--- src/rtl/paged_mmu_ctrl.sv ---
// paged_mmu_ctrl: registered multi-process base/limit address translator with fault capture.
//   clk_i            rising-edge clock
//   rst_ni           asynchronous active-low reset
//   bios_sign_i      identity mapping, no limit check
//   table_we_i       write table_base_i/table_limit_i into entry table_idx_i
//   table_idx_i      entry to write
//   table_base_i     segment base
//   table_limit_i    segment size in words (0 = empty segment)
//   proc_we_i        load proc_sel_i into the current-process register
//   proc_sel_i       new current process
//   req_valid_i      translation request this cycle
//   logical_addr_i   address to translate
//   resp_valid_o     response valid, one cycle after req_valid_i
//   phys_addr_o      translated address (0 on fault or no response)
//   resp_fault_o     request violated limit or overflowed
//   fault_pend_o     sticky fault flag
//   fault_addr_o     logical address of the first pending fault
//   fault_proc_o     process that caused it
//   fault_clear_i    clears the pending fault record
//   fault_count_o    saturating count of faults since reset
module paged_mmu_ctrl #(
   parameter int ADDR_W     = 32,
   parameter int NUM_PROC   = 8,
   parameter int IDX_W      = 3,
   parameter int LEGACY_DEC = 1,
   parameter int FCNT_W     = 8
) (
   input  logic              clk_i,
   input  logic              rst_ni,
   input  logic              bios_sign_i,
   input  logic              table_we_i,
   input  logic [IDX_W-1:0]  table_idx_i,
   input  logic [ADDR_W-1:0] table_base_i,
   input  logic [ADDR_W-1:0] table_limit_i,
   input  logic              proc_we_i,
   input  logic [IDX_W-1:0]  proc_sel_i,
   input  logic              req_valid_i,
   input  logic [ADDR_W-1:0] logical_addr_i,
   output logic              resp_valid_o,
   output logic [ADDR_W-1:0] phys_addr_o,
   output logic              resp_fault_o,
   output logic              fault_pend_o,
   output logic [ADDR_W-1:0] fault_addr_o,
   output logic [IDX_W-1:0]  fault_proc_o,
   input  logic              fault_clear_i,
   output logic [FCNT_W-1:0] fault_count_o
);
   logic [ADDR_W-1:0] base_q  [NUM_PROC];
   logic [ADDR_W-1:0] limit_q [NUM_PROC];
   logic [IDX_W-1:0]  proc_q;
   logic              resp_valid_q, resp_fault_q, pend_q;
   logic [ADDR_W-1:0] phys_q, faddr_q;
   logic [IDX_W-1:0]  fproc_q;
   logic [FCNT_W-1:0] fcnt_q;
   logic [ADDR_W-1:0] eff, sum, phys_d;
   logic              dec, carry, fault_d, flt_req;
   // Table and process reads use the registered (pre-write) values, so a
   // same-cycle write only affects later requests.
   always_comb begin
      dec             = (LEGACY_DEC != 0) && (logical_addr_i != '0);
      eff             = logical_addr_i - {{(ADDR_W-1){1'b0}}, dec};
      {carry, sum}    = {1'b0, base_q[proc_q]} + {1'b0, eff};
      fault_d         = !bios_sign_i && ((eff >= limit_q[proc_q]) || carry);
      phys_d          = bios_sign_i ? logical_addr_i : (fault_d ? '0 : sum);
      flt_req         = req_valid_i && fault_d;
   end
   always_ff @(posedge clk_i or negedge rst_ni) begin
      if (!rst_ni) begin
         for (int i = 0; i < NUM_PROC; i++) begin
            base_q[i]  <= '0;
            limit_q[i] <= '0;
         end
         proc_q       <= '0;
         resp_valid_q <= 1'b0;
         resp_fault_q <= 1'b0;
         phys_q       <= '0;
         pend_q       <= 1'b0;
         faddr_q      <= '0;
         fproc_q      <= '0;
         fcnt_q       <= '0;
      end else begin
         if (table_we_i) begin
            base_q[table_idx_i]  <= table_base_i;
            limit_q[table_idx_i] <= table_limit_i;
         end
         if (proc_we_i) proc_q <= proc_sel_i;
         resp_valid_q <= req_valid_i;
         resp_fault_q <= flt_req;
         phys_q       <= req_valid_i ? phys_d : '0;
         // A new fault beats a simultaneous clear and becomes the latched record.
         if (flt_req && (!pend_q || fault_clear_i)) begin
            pend_q  <= 1'b1;
            faddr_q <= logical_addr_i;
            fproc_q <= proc_q;
         end else if (fault_clear_i) begin
            pend_q  <= 1'b0;
            faddr_q <= '0;
            fproc_q <= '0;
         end
         if (flt_req && fcnt_q != '1) fcnt_q <= fcnt_q + {{(FCNT_W-1){1'b0}}, 1'b1};
      end
   end
   assign resp_valid_o  = resp_valid_q;
   assign phys_addr_o   = phys_q;
   assign resp_fault_o  = resp_fault_q;
   assign fault_pend_o  = pend_q;
   assign fault_addr_o  = faddr_q;
   assign fault_proc_o  = fproc_q;
   assign fault_count_o = fcnt_q;
endmodule
--- config.mk ---
export PLATFORM = sky130hd
export DESIGN_NAME = paged_mmu_ctrl
export DESIGN_NICKNAME = d
export VERILOG_FILES = /design/src/rtl/paged_mmu_ctrl.sv
export SDC_FILE = /design/constraint.sdc
export NUM_CORES = 1
export LEC_CHECK = 0
export CAP_MARGIN = 20
export CORE_MARGIN = 3
export CORE_UTILIZATION = 35
export CTS_BUF_LIST = sky130_fd_sc_hd__clkbuf_16
export CTS_CLUSTER_DIAMETER = 80
export DETAILED_ROUTE_END_ITERATION = 10
export DONT_BUFFER_PORTS = 1
export MAX_ROUTING_LAYER = met4
export PLACE_DENSITY_LB_ADDON = 0.3
export SETUP_SLACK_MARGIN = 0.05
export SYNTH_ARGS = -nofsm -noshare
export SYNTH_HDL_FRONTEND = slang
export SYNTH_SLANG_ARGS = --single-unit
--- constraint.sdc ---
create_clock -name clk_i -period 7.2 [get_ports clk_i]
set_input_delay 0.72 -clock clk_i [delete_from_list [all_inputs] [get_ports clk_i]]
set_output_delay 0.72 -clock clk_i [all_outputs]
set_load 0.02 [all_outputs]
==> results by group, run 1 <==
Synthesis
  – Fraction of registers with async set/reset: 100%
  – Ys Warns: 0
  – Post-Syn Area per Cell: approximately 15 µm²
  – Post-Syn Instances: 2007
  – Flops & latches, synth: 593
  – Post-synth EDFFs: 0
  – Ys flop type: dfrtp_1
  – Post-synth cell types: 66
  – Sequential element share of the synthesized area: around 51%
  – Mapped Area: 0.0291 mm²
  – Synth Net Count: between 2k and 2.5k

Setup path
  – CP Launch Type: input port
  – Reg-to-Reg Start: proc_q[0]
  – Crit Reg-Reg Endpoint: fault_proc_o[2]
  – Reg2reg path depth: 13
  – CP arrival: 6260 ps
  – CP endpoint kind: flop
  – Critical path class: input port to flop
  – Flop2flop setup slack: around 1900 ps
  – WP data required: 7730 ps
  – Worst Path Max Fanout: 10
  – Largest stage delay on the critical path: 720 ps
  – CP max stage cell: nor2_1
  – Worst path cell trace: or3_1 -> nor4_1 -> nand3_1 -> nand2b_1 -> ha_1 -> ha_1 -> nand3_1 -> nand2b_1 -> inv_1 -> nand2_1 -> nor3_1 -> xor2_1 -> ha_1 -> a21o_1 -> a2111oi_0 -> a22o_1 -> o21ai_0 -> o21ai_2 -> nand3_1 -> nor2_1 -> a22o_1

Power and ir drop
  – Switching Share: ~30%
  – Peak VDD IR: 0.137 mV
  – Power per cell area: around 320 mW/mm²
  – Clk pwr share: a little under a third
  – Psw: between 0.003 and 0.004 W
  – Internal Power: approximately 0.0074 W
  – Leak pwr: 13.6 nW
  – Combinational fraction of design power: 24.5%
  – Seq pwr share: 43.9%

Clock tree
  – CTS clk-pin slew, worst paths: ~60 ps
  – CTS Buffer Depth: 3
  – Worst-Skew Late Latency: 600 ps
  – TritonCTS clock tree: done
  – Sink Count: about 600
  – Total CTS buffers: 69
  – Root Driver: clkbuf_16
  – Setup Fix Bufs, Post-CTS: 0
  – CTS resizes: 0
  – H-tree levels: 3

Global route
  – Antenna violations before repair: 4
  – Largest net degree at the start of global routing: between 500 and 600
  – First-pass GRT wire length: 121000 µm
  – Overflow after GRT: 0
  – Vias in the first global route: around 19k
  – GRT Overall Usage: around a fifth

Routing
  – Wire per inst: approximately 26 µm
  – Vias: 17.2k
  – 1st-iter DRT viols: 1080
  – DRC errors left: 0
  – ANT nets after route: 0
  – Via density: approximately 5.5
  – DR pass1 iterations: 4
  – Drt total wl: 79900 µm

STA
  – Final Hold Violating Endpoints: 29
  – RSZ-0062 raised after global routing: no
  – Worst-Margin Slew: between 2000 and 2500 ps
  – Fmax: around 170 MHz
  – Hold_ws: -147 ps
  – Slew margin rel.: -47.2%
  – Final period util: between 70% and 80%
  – Max Transition Viols Final: between 200 and 300
  – Worst Clk Skew: 22.6 ps
  – Fin crit period: between 5000 and 6000 ps
  – Final setup vio count: 0
  – Setup tns final: 0 ps

Floorplan
  – Die X: between 200 and 300 µm
  – Die Ht: 294 µm
  – Core ar.: ~0.082 mm²
  – Num ports: about 190
  – Starting density of the core: between 30% and 40%
  – Die area: a little under 0.09 mm²
  – Row cnt: about 110

Final layout
  – Antenna diode count: 0
  – Multi-input gate area: approximately 0.014 mm²
  – Share of layout cells above drive strength 1: between 40% and 50%
  – Final core utilization: just under 40%
  – Nets@finish: 2171
  – Layout filler cell count: 7602
  – FF+latch area: 0.0149 mm²
  – Area Overhead vs Synth: 11.2%

Run status
  – Violated checks: hold timing, slew limit
  – Outcome: finished, violations left

Place
  – Port bufs: 0
  – Gpl congestion: between 0.9 and 1
  – Final HPWL DP: roughly 52000 µm

Run
  – Max-cap violations: 0

Min path
  – Worst hold path type: input port to asynchronous set/reset pin
-- power groups by stage --
stage | combinational [W] | sequential (W) | clock, W
after floorplan | 0.00201 | 0.00444 | 0
after global placement | 0.00251 | 0.00457 | 0
after detailed placement | 0.00255 | 0.00464 | 0
after CTS | 0.00256 | 0.00458 | 0.00339
after global routing | 0.00277 | 0.00467 | 0.00353
final | 0.00255 | 0.00458 | 0.00329
-- layout make-up --
class | instances | area share, %
clock buffers | 72 | 5.57
clock inverters | 47 | 0.978
inverters | 17 | 0.197
multi-input cells | 1284 | 42.4
flip-flops and latches | 593 | 45.9
well taps | 1070 | 4.14
repair buffers | 29 | 0.789
-- stage by stage --
stage / power [W] / area [µm²] / hold slack (ps) / cells / worst slack, ps
floorplan: 0.00645 / 29100 / 424 / 2007 / 1850
global placement: 0.00709 / 30200 / 456 / 2993 / 1050
detailed placement: 0.00719 / 30200 / 454 / 2993 / 937
CTS: 0.0105 / 32400 / -191 / 3112 / 1580
global route: 0.0110 / 32400 / -177 / 3112 / 1090
finish: 0.0104 / 32400 / -147 / 3112 / 1470
-- layout by cell type, fill, tap and decap left out, drive strengths merged, types with 23 or more instances in the layout --
master / instances
xor2: 33
clkinv: 28
buf: 29
inv: 32
dfrtp: 593
ha: 67
nor2b: 38
nor2: 50
nand2: 47
mux4: 128
xnor2: 23
mux2: 583
o21ai: 25
mux2i: 37
a21oi: 45
clkbuf: 72
-- routing by layer --
metal	share of wire [%]	track usage (%)
met5	0	-
met4	1.9	4.05
met3	7.3	5.24
met2	46	29.1
met1	45	25.5
-- Yosys cell counts, drive strengths merged (4+ instances only) --
cell type	number	area, µm²
nand4	11	68.8
dfrtp	593	14800
nor3b	5	37.5
mux2	583	6670
ha	67	838
o21bai	4	30.0
a31oi	7	58.8
a211oi	6	45.0
and2	6	40.0
xnor2	23	201
nand2b	11	68.8
o211ai	4	30.0
clkbuf	92	345
mux2i	37	370
o21ai	25	129
or2	4	25.0
nor2b	38	238
buf	21	146
xor2	33	289
and3	7	43.8
a21oi	45	225
nor2	50	188
nor3	17	85.1
nand3	20	100
or3	9	61.3
o31ai	7	52.6
nor4	11	68.8
mux4	128	2880
a21o	17	128
a2111oi	8	88.8
nand2	47	179
o21a	10	75.1
a22o	11	96.3
inv	17	63.8
-- kinds of logic after synthesis --
| kind of cell | synth area share [%] |
|---|---|
| AND/OR/NAND/NOR | 4.40 |
| buffers and inverters | 1.91 |
| flip-flops | 51.0 |
| XOR/XNOR | 1.68 |
| adder cells (fa/ha/maj) | 2.95 |
| multiplexers | 34.1 |
| AO/OA/AOI/OAI | 4.01 |
-- sequential cells by signal (all words and copies together) (netlist names) --
signal         flops
base_q           256
limit_q          256
fault_addr_o      32
phys_addr_o       32
fault_count_o      8
fault_proc_o       3
proc_q             3
fault_pend_o       1
resp_fault_o       1
resp_valid_o       1
-- critical path, delay by kind of cell --
family / cells / cell delay [ps]
AOI/OAI and AO/OA: 6 / 1550
xor gates and xnor gates: 1 / 170
buffers and inverters: 1 / 90
and+or+nand+nor: 10 / 3050
adders and majority gates: 3 / 690
-- how the worst max path moves through the flow --
stage | start | endpoint | slack (ps) | depth (start not counted)
after floorplan | logical_addr_i[15] | fault_addr_o[10] | 1850 | 21
after global placement | logical_addr_i[9] | fault_proc_o[2] | 1050 | 21
after detailed placement | logical_addr_i[9] | fault_addr_o[4] | 940 | 21
after CTS | logical_addr_i[9] | fault_proc_o[2] | 1580 | 21
after global routing | logical_addr_i[9] | fault_addr_o[4] | 1090 | 21
final | logical_addr_i[9] | phys_addr_o[30] | 1470 | 21
Note: power is estimated with default switching activity, not from simulation.
==> run 2, diff against run 1 <==
ABC_AREA = 1   (was not set)
clock period = 5.43 ns   (was 7.2 ns; I/O delays follow)
==> results by group, run 2 <==
Synthesis
  – Top cells by count, synth: 1024 x nand2_1, 676 x o21ai_0, 593 x dfrtp_1
  – Synth Net Count: 3834 (+76%)
  – Sequential element share of the synthesized area: 50.2% (-0.74 points)
  – Ys Warns: 0 (unchanged)
  – Post-synth cell types: 49 (-26%)
  – Mapped Area: 0.0295 mm² (+1.5%)
  – Fraction of registers with async set/reset: 100% (unchanged)
  – Flops & latches, synth: 593 (unchanged)
  – Post-synth top area share: 50.2% (-0.74 points)
  – Most frequent cell after synthesis: nand2_1
  – Ys flop type: dfrtp_1
  – Top post-synthesis cells by area: dfrtp_1 50%, nand2_1 13%, o21ai_0 11%, nor2_1 3.4%, ha_1 2.8%
  – Post-synth EDFFs: 0 (unchanged)
  – Post-Syn Area per Cell: 8.08 µm² (-44%)
  – Synth area leader: dfrtp_1
  – Post-Syn Instances: 3657 (+82%)

Power and ir drop
  – Leak pwr: 15.3 nW (+12%)
  – Peak VDD IR: 0.213 mV (+55%)
  – Power per cell area: 396 mW/mm² (+23%)
  – Total design power: 0.0129 W (+24%)

Final layout
  – Biggest regs: base_q (256), limit_q (256)
  – FF+latch area: 0.0149 mm² (unchanged)
  – Most common cell after layout, fill and taps aside: nand2_1
  – Layout filler cell count: 8525 (+12%)
  – Share of layout cells above drive strength 1: 6.19% (-35 points)
  – Multi-input gate area: 0.0130 mm² (-5.7%)
  – Nets@finish: 3709 (+71%)
  – Most frequent cells in the layout: 1018 x nand2_1, 676 x o21ai_0, 590 x dfrtp_1
  – Design area: 0.0326 mm² (+0.85%)
  – Area Overhead vs Synth: 10.5%

Floorplan
  – Row cnt: 105 (unchanged)
  – Starting density of the core: 35.6% (+0.23 points)
  – Die area: 0.0879 mm² (+1.4%)
  – Die X: 297 µm (+0.71%)
  – Num ports: 187 (unchanged)
  – Die Ht: 297 µm (+0.71%)
  – Core ar.: 0.0829 mm² (+0.80%)

STA
  – Worst Clk Skew: 26.7 ps (+4.01 ps)
  – Final setup vio count: 0 (unchanged)
  – Final Hold Violating Endpoints: 593 (+1900%)
  – Worst-Margin Slew: 1540 ps (-667 ps)
  – Hold_ws: -217 ps (-69.3 ps)
  – RSZ-0062 raised after global routing: no
  – Setup tns final: 0 ps (unchanged)
  – Slew margin rel.: -2.68% (+44 points)
  – Final period util: around 83%
  – Fmax: between 200 and 250 MHz
  – Max Transition Viols Final: 80 (-72%)
  – Fin crit period: ~4500 ps

Routing
  – DR pass1 iterations: 6 (+2)
  – Via density: 5.17 (-6.7%)
  – Vias: 24.4k (+41%)
  – 1st-iter DRT viols: 1974 (+83%)
  – ANT nets after route: 0 (unchanged)
  – DRC errors left: 0 (unchanged)
  – Wire per inst: 19.1 µm (-26%)
  – Drt total wl: 90000 µm (+13%)

Clock tree
  – TritonCTS clock tree: done
  – Cts hold-fix bufs: 1
  – Root Driver: clkbuf_16
  – CTS clk-pin slew, worst paths: 60 ps (about the same)
  – H-tree levels: 3 (unchanged)
  – Worst-Skew Late Latency: 610 ps (about the same)
  – Total CTS buffers: 68 (-1.4%)
  – CTS Buffer Depth: 3 (unchanged)
  – CTS resizes: 0 (unchanged)
  – Setup Fix Bufs, Post-CTS: 0 (unchanged)
  – Sink Count: 593 (unchanged)

Setup path
  – CP endpoint kind: flop
  – Critical path class: flop to flop
  – Flop2flop setup slack: 900 ps (-970 ps)
  – Reg2reg path depth: 17 (+4)
  – CP Launch Type: flop
  – WP data required: 5970 ps (-1760 ps)
  – CP arrival: 5070 ps (-1190 ps)
  – Worst Path Max Fanout: 148 (+138)
  – Reg-to-Reg Start: proc_q[0]
  – Crit Reg-Reg Endpoint: fault_addr_o[27]

Run
  – Max-cap violations: 0 (unchanged)

Global route
  – Antenna violations before repair: 7 (+3)
  – Vias in the first global route: 23.0k (+24%)
  – Largest net degree at the start of global routing: 594 (unchanged)
  – Overflow after GRT: 0 (unchanged)
  – GRT Overall Usage: 20.9% (+1.8 points)
  – First-pass GRT wire length: 138000 µm (+15%)

Place
  – Port bufs: 0 (unchanged)
  – Gpl congestion: 0.966 (+6.0%)
  – Placed Area: 0.0304 mm² (+0.46%)
  – Final HPWL DP: 56600 µm (+7.9%)

Min path
  – Worst hold path type: input port to asynchronous set/reset pin

Run status
  – Violated checks: hold timing, slew limit
  – Outcome: finished, violations left
-- run 2: cell count changes in the layout (fill, tap and decap cells not counted), moves of 33 or more --
cell     change
nand3_1     +89
nor2_1     +218
nand2_1    +972
o21ai_0    +652
a21oi_1    +116
a32o_1      +33
nor2b_1     -38
inv_1      +204
mux2i_1     -37
mux2_2     -554
mux4_2     -128
-- run 2: worst max path at each step --
stage	end	slack, ps	cells after the start	from
after floorplan	fault_proc_o[0]	1470	32	logical_addr_i[11]
after global placement	fault_addr_o[1]	650	30	logical_addr_i[11]
after detailed placement	fault_proc_o[2]	580	30	logical_addr_i[11]
after CTS	fault_addr_o[27]	950	17	proc_q[0]
after global routing	fault_addr_o[27]	540	17	proc_q[0]
final	fault_addr_o[27]	900	17	proc_q[0]
-- run 2: kinds of logic after synthesis --
group,after synthesis,share of synthesized area (%)
buffers and inverters,461,6.10
AOI/OAI and AO/OA,991,18.4
xor gates and xnor gates,44,1.30
and+or+nand+nor,1499,21.1
adders and majority gates,68,2.91
muxes,1,0.0381
DFF,593,50.2
-- run 2: metrics by stage --
step / cells / setup WS (ps) / util (%) / hold WS, ps
2_1_floorplan: 3657 / 1470 / - / 247
4_1_cts: 4706 / 947 / 39.3 / -299
3_5_place_dp: 4582 / 579 / 36.7 / 357
5_1_grt: 4716 / 537 / 39.4 / -280
6_report: 4716 / 898 / 39.4 / -217
3_3_place_gp: 4582 / 652 / 36.7 / 354
-- run 2: report_power, final --
group | total [W] | leakage [nW] | internal (W) | switching, W
clock network | 0.00450 | 1.13 | 0.00260 | 0.00190
logic | 0.00262 | 6.75 | 0.000941 | 0.00168
registers | 0.00580 | 7.46 | 0.00523 | 0.000573
total | 0.0129 | 15.3 | 0.00877 | 0.00416
-- run 2: area by class of cell --
type / count / share of cell area [%]
diodes: 8 / 0.0613
clock buffers: 72 / 5.52
clock inverters: 51 / 1.13
multi-input cells: 2603 / 39.7
flip-flops and latches: 593 / 45.5
well taps: 1123 / 4.30
inverters: 230 / 2.68
repair buffers: 36 / 1.11
-- run 2: routing by layer --
layer / track usage [%] / wire length, µm / vias to the layer above
li1: - / - / 11900
met1: 27.6 / 40500 / 11800
met2: 32.3 / 41200 / 607
met3: 4.19 / 5460 / 133
met4: 6.75 / 2810 / 0
met5: - / 0 / -
-- run 2: worst max-delay path, cell delays in order, from the launching register on --
cell and delay, ps:
dfrtp_4 530, inv_8 590, buf_4 410, buf_4 270
o21ai_0 100, o221ai_1 180, o21ai_0 220, ha_1 410
nand2_1 70, nor2_1 140, nand4_1 100, nor2_1 170
nand2_1 140, nand3_4 220, nand3_4 130, nor2_8 400
nand2_1 150, nand2_1 100
